<file path="config.mk">
export PLATFORM = sky130hd
export DESIGN_NAME = unified_mem_arbiter
export DESIGN_NICKNAME = d
export VERILOG_FILES = /design/src/rtl/unified_mem_arbiter.sv
export SDC_FILE = /design/constraint.sdc
export NUM_CORES = 1
export LEC_CHECK = 0
export ABC_CLOCK_PERIOD_IN_PS = 5400
export CORE_MARGIN = 8
export CORE_UTILIZATION = 38
export CTS_CLUSTER_SIZE = 10
export DETAILED_ROUTE_END_ITERATION = 16
export GPL_TIMING_DRIVEN = 0
export PLACE_DENSITY_LB_ADDON = 0.05
export RECOVER_POWER = 25
export SLEW_MARGIN = 20
export SYNTH_ARGS = -nofsm -noshare
export SYNTH_HDL_FRONTEND = slang
export SYNTH_SLANG_ARGS = --single-unit
</file>
<file path="constraint.sdc">
create_clock -name clk_i -period 5.4 [get_ports clk_i]
set_input_delay 1.35 -clock clk_i [delete_from_list [all_inputs] [get_ports clk_i]]
set_output_delay 1.35 -clock clk_i [all_outputs]
set_load 0.03 [all_outputs]
</file>
<file path="src/rtl/unified_mem_arbiter.sv">
// unified_mem_arbiter
// Shares one single-port instruction/data memory between the fetch port and
// the data port. One access is in flight at a time: the grant registers the
// winning request, the next cycle strobes mem_en, and the owner gets a
// one-cycle response MEM_LAT cycles after the strobe. The data port wins ties.
//
// Optional build macro: ARB_STARVE_GUARD_EN
//   When defined, a saturating 4-bit counter tracks data grants issued while
//   fetch is waiting. Once it reaches STARVE_MAX, fetch wins the next tie.
//
// state  | meaning
// IDLE   | no access in flight, grants may be issued
// ISSUE  | mem_en cycle with the registered request fields
// WAIT   | counting down MEM_LAT, response when counter reaches 1
module unified_mem_arbiter #(
    parameter int ADDR_W     = 32,
    parameter int DATA_W     = 32,
    parameter int MEM_LAT    = 2,
    parameter int STARVE_MAX = 4
) (
    input  logic                  clk_i,
    input  logic                  rst_ni,
    input  logic                  if_req_i,
    input  logic [ADDR_W-1:0]     if_addr_i,
    output logic                  if_gnt_o,
    output logic                  if_rvalid_o,
    output logic [DATA_W-1:0]     if_rdata_o,
    input  logic                  dm_req_i,
    input  logic                  dm_we_i,
    input  logic [DATA_W/8-1:0]   dm_be_i,
    input  logic [ADDR_W-1:0]     dm_addr_i,
    input  logic [DATA_W-1:0]     dm_wdata_i,
    output logic                  dm_gnt_o,
    output logic                  dm_rvalid_o,
    output logic [DATA_W-1:0]     dm_rdata_o,
    output logic                  mem_en_o,
    output logic                  mem_we_o,
    output logic [DATA_W/8-1:0]   mem_be_o,
    output logic [ADDR_W-1:0]     mem_addr_o,
    output logic [DATA_W-1:0]     mem_wdata_o,
    input  logic [DATA_W-1:0]     mem_rdata_i,
    output logic                  busy_o
);

    localparam int BE_W = DATA_W / 8;

    if (MEM_LAT < 1 || MEM_LAT > 15) begin : g_bad_lat
        $error("unified_mem_arbiter: MEM_LAT must be within 1..15");
    end
    if (STARVE_MAX < 1 || STARVE_MAX > 15) begin : g_bad_starve
        $error("unified_mem_arbiter: STARVE_MAX must be within 1..15");
    end

    typedef enum logic [1:0] {
        ST_IDLE  = 2'd0,
        ST_ISSUE = 2'd1,
        ST_WAIT  = 2'd2
    } state_e;

    typedef enum logic [1:0] {
        OWN_NONE = 2'd0,
        OWN_IF   = 2'd1,
        OWN_DM   = 2'd2
    } owner_e;

    state_e              state_q, state_d;
    owner_e              owner_q, owner_d;
    logic [3:0]          cnt_q, cnt_d;
    logic                we_q, we_d;
    logic [BE_W-1:0]     be_q, be_d;
    logic [ADDR_W-1:0]   addr_q, addr_d;
    logic [DATA_W-1:0]   wdata_q, wdata_d;
    logic                fetch_first;
    logic                resp_cyc;

`ifdef ARB_STARVE_GUARD_EN
    logic [3:0] starve_q;

    assign fetch_first = if_req_i && (starve_q == 4'(STARVE_MAX));

    // Count data grants that overtook a waiting fetch; cleared once fetch is served or gives up.
    always_ff @(posedge clk_i or negedge rst_ni) begin
        if (!rst_ni) begin
            starve_q <= 4'd0;
        end else if (!if_req_i || if_gnt_o) begin
            starve_q <= 4'd0;
        end else if (dm_gnt_o && (starve_q != 4'hF)) begin
            starve_q <= starve_q + 4'd1;
        end
    end
`else
    assign fetch_first = 1'b0;
`endif

    // Grant decision: only in IDLE, data first unless the starvation guard hands the tie to fetch.
    always_comb begin
        if_gnt_o = 1'b0;
        dm_gnt_o = 1'b0;
        if (rst_ni && (state_q == ST_IDLE)) begin
            if (dm_req_i && !fetch_first) begin
                dm_gnt_o = 1'b1;
            end else if (if_req_i) begin
                if_gnt_o = 1'b1;
            end
        end
    end

    // Next-state, latency counter and capture of the granted request.
    always_comb begin
        state_d = state_q;
        owner_d = owner_q;
        cnt_d   = cnt_q;
        we_d    = we_q;
        be_d    = be_q;
        addr_d  = addr_q;
        wdata_d = wdata_q;
        case (state_q)
            ST_IDLE: begin
                if (dm_gnt_o) begin
                    state_d = ST_ISSUE;
                    owner_d = OWN_DM;
                    we_d    = dm_we_i;
                    be_d    = dm_be_i;
                    addr_d  = dm_addr_i;
                    wdata_d = dm_wdata_i;
                end else if (if_gnt_o) begin
                    state_d = ST_ISSUE;
                    owner_d = OWN_IF;
                    we_d    = 1'b0;
                    be_d    = '1;
                    addr_d  = if_addr_i;
                    wdata_d = '0;
                end
            end
            ST_ISSUE: begin
                state_d = ST_WAIT;
                cnt_d   = 4'(MEM_LAT);
            end
            ST_WAIT: begin
                if (cnt_q == 4'd1) begin
                    state_d = ST_IDLE;
                    owner_d = OWN_NONE;
                    cnt_d   = 4'd0;
                end else begin
                    cnt_d = cnt_q - 4'd1;
                end
            end
            default: begin
                state_d = ST_IDLE;
                owner_d = OWN_NONE;
                cnt_d   = 4'd0;
            end
        endcase
    end

    // State and request registers; reset abandons any access in flight.
    always_ff @(posedge clk_i or negedge rst_ni) begin
        if (!rst_ni) begin
            state_q <= ST_IDLE;
            owner_q <= OWN_NONE;
            cnt_q   <= 4'd0;
            we_q    <= 1'b0;
            be_q    <= '0;
            addr_q  <= '0;
            wdata_q <= '0;
        end else begin
            state_q <= state_d;
            owner_q <= owner_d;
            cnt_q   <= cnt_d;
            we_q    <= we_d;
            be_q    <= be_d;
            addr_q  <= addr_d;
            wdata_q <= wdata_d;
        end
    end

    // Memory strobe and response steering; data buses are zero whenever not valid.
    always_comb begin
        resp_cyc    = (state_q == ST_WAIT) && (cnt_q == 4'd1);
        if_rvalid_o = resp_cyc && (owner_q == OWN_IF);
        dm_rvalid_o = resp_cyc && (owner_q == OWN_DM);
        if_rdata_o  = if_rvalid_o ? mem_rdata_i : '0;
        dm_rdata_o  = (dm_rvalid_o && !we_q) ? mem_rdata_i : '0;
        mem_en_o    = (state_q == ST_ISSUE);
        mem_we_o    = mem_en_o && we_q;
        mem_wdata_o = mem_en_o ? wdata_q : '0;
        mem_be_o    = be_q;
        mem_addr_o  = addr_q;
        busy_o      = (state_q != ST_IDLE);
    end

endmodule

</file>
==> qor.txt <==
Die ar. -> 13900 sq um
CP Max Fanout -> 10
crit path from -> dm_req_i
Final HPWL DP -> 12.5 mm
Area after DPL -> 6890 sq um
share of cells above drive strength 1 -> 0.0492
max_cap viols -> 1
Reg-to-Reg Start -> state_q[0]
CP peak stage delay -> 760 ps
crit path kind -> in2out
vias in the first global route -> 4525
Final ANT Viol Nets -> 0
Final Max Tran Viols -> 53
most common cell after layout, fill and taps aside -> clkdlybuf4s50_1
Net Switching -> 1.35 mW
Gate Count Post-Synth -> 420
# resized after CTS -> 0
crit share post-route -> 0.929
root buffer cell -> clkbuf_8
grt total ovfl -> 0
post-route minimum period -> 5020 ps
Clock Latency Late Sink -> 350 ps
Worst-path clk slew -> 80 ps
pwr/cell area -> 464 nW/um^2
drt via density -> 4.95
crit-path cells -> clkdlybuf4s50_1 -> nand3_1 -> inv_2 -> buf_1 -> clkdlybuf4s50_1
largest net degree at the start of global routing -> 53
area delta synth->final -> 80.3%
Worst path top cell family by delay -> buffers and inverters
part of the power in the clock network -> 0.164
Post-CTS Hold Fix Bufs -> 0
core area -> 10200 sq um
Port Buffers -> 275
area of the multi-input gates -> 1840 sq um
Syn Nets -> 563
wire length of the first global-routing pass -> 24.7 mm
Final Util -> 0.698
Required @ worst endpoint -> 4050 ps
final number of setup-violating endpoints -> 0
CP startpoint kind -> primary input
sequential area share after synthesis -> 0.489
PnR Total Power -> 3.30 mW
Switching Share -> 0.408
CTS sink cnt -> 77
Routed WL per cell -> 18.4 um
# DRC -> 0
register bit total from synthesis -> 77
clock skew -> 7.44 ps
fillers -> 804
first-pass iteration count of the detailed router -> 5
drt initial violations -> 189
RSZ-0062 raised after global routing -> no
via count -> 4201
Tot GR Track Use -> 0.220
LEAKAGE -> 3.03 nW
Final Hold Violating Endpoints -> 0
most frequent cells in the layout -> clkdlybuf4s50_1, and2_1, dfrtp_1
Site Rows -> 37
synthesized area -> 3940 sq um
maximum vdd drop -> 0.311 mV
Worst Path Arrival -> 3670 ps
# diodes -> 0
Ports -> 276
status -> complete, but fails checks
min-delay src -> mem_be_o[2]
post-CTS setup buffer count -> 0
hold_ws -> 491 ps
most used cell, CP -> clkdlybuf4s50_1
crit end category -> output pin
cell-internal power -> 1.95 mW
Rel. slew slack -> -0.889
Post-Syn Area per Cell -> 9.38 sq um
total CTS buffers -> 9
final-stage net count -> 850
fin area -> 7100 sq um
gpl congestion -> 0.859
initial antenna violation count -> 0
Worst Hold Class -> reg2reg
Fmax achieved -> 0.199 GHz
Gate power share -> 0.527
clock tree buffer depth -> 2
Starting Density -> 0.387
violated checks -> max-capacitance violations, max-slew violations
number of distinct library cells after synthesis -> 39
routed wire length -> 15.6 mm
H-tree Lvls -> 3
Reg power frac -> 0.309
Reg area -> 1930 sq um
Die Wd -> 118 um
Tightest Pin Transition -> 2830 ps
CP Buf/Inv Count -> 4
Die Y-Extent -> 118 um
Crit-path slowest cell -> clkdlybuf4s50_1
YS warnings -> 0
CTS tree -> built
## registers in the layout, indices dropped and copies added (netlist names)
| register | flops |
|---|---|
| cnt_q | 4 |
| mem_addr_o | 32 |
| mem_be_o | 4 |
| owner_q | 2 |
| state_q | 2 |
| wdata_q | 32 |
| we_q | 1 |
## power by group through the flow
| stage | sequential [mW] | clock [mW] | combinational (mW) |
|---|---|---|---|
| after floorplan | 1.26 | 0 | 0.748 |
| after global placement | 1.01 | 0 | 1.72 |
| after detailed placement | 1.02 | 0 | 1.76 |
| after CTS | 1.02 | 0.550 | 1.76 |
| after global routing | 1.05 | 0.574 | 1.86 |
| final | 1.02 | 0.540 | 1.74 |
## cell usage after synthesis
cell type,n,area share
buf_2,8,0.010
clkbuf_1,20,0.019
inv_2,1,0.00095
nor3_1,2,0.0025
nor3b_2,1,0.0032
nand4_1,2,0.0032
nor4_2,1,0.0032
o22a_1,4,0.0089
buf_1,2,0.0019
and3_1,1,0.0016
nor2_2,1,0.0016
nand3_1,2,0.0025
or3b_1,1,0.0022
a211o_1,1,0.0022
buf_6,1,0.0029
a32o_1,1,0.0025
a211oi_1,1,0.0019
a31oi_1,32,0.051
ha_1,6,0.019
buf_4,1,0.0019
mux2_2,2,0.0057
inv_1,6,0.0057
nor3b_1,1,0.0019
nor2_1,34,0.032
o21ai_0,4,0.0051
nand4b_1,1,0.0022
a22oi_4,1,0.0054
a21o_1,1,0.0019
nand4bb_2,1,0.0041
mux2_1,1,0.0029
dfrtp_1,77,0.49
o22ai_1,1,0.0016
nand4b_2,1,0.0038
nand2_1,67,0.064
a221oi_1,1,0.0022
nor2b_1,1,0.0016
clkinv_1,1,0.00095
a22o_1,33,0.073
and2_1,97,0.15
## layout make-up
cell class | count | area share
clock inverters | 6 | 0.0155
flip-flops and latches | 77 | 0.271
plain buffers | 32 | 0.0188
inverters | 8 | 0.00423
well taps | 136 | 0.0240
multi-input cells | 303 | 0.259
clock buffers | 10 | 0.0194
repair buffers | 276 | 0.388
## logic make-up (layout without fill, tap and decap cells)
family	after synthesis	count (layout)	synth area share
muxes	3	3	0.00857
DFF	77	77	0.489
and+or+nand+nor	214	214	0.284
AOI/OAI and AO/OA	80	80	0.156
buffers and inverters	40	332	0.0435
adders and majority gates	6	6	0.0191
## metrics by stage
step	cells	setup TNS [ps]	setup slack, ps
final	848	0	383
after detailed placement	832	0	433
after global placement	831	-89620	-3180
after global routing	848	0	241
after CTS	848	0	413
after floorplan	420	0	1860
## metal layers
layer,GRT usage,share of wire,vias to the layer above
met5,0,0,-
met4,0.0616,0.016,0
met3,0.0844,0.083,14
met2,0.399,0.52,176
met1,0.232,0.38,2015
li1,-,-,1996
## final timing paths
| check | endpoint | slack [ps] | depth (start not counted) |
|---|---|---|---|
| min in group asynchronous | mem_addr_o[19] | 900 | 1 |
| worst min-delay path | mem_be_o[2] | 490 | 1 |
| worst max register to register | wdata_q[30] | 3230 | 6 |
| worst min register to register | mem_be_o[2] | 490 | 1 |
| worst max-delay path | dm_gnt_o | 380 | 5 |
| max in group asynchronous | wdata_q[4] | 1500 | 2 |
Note: power is estimated with default switching activity, not from simulation.
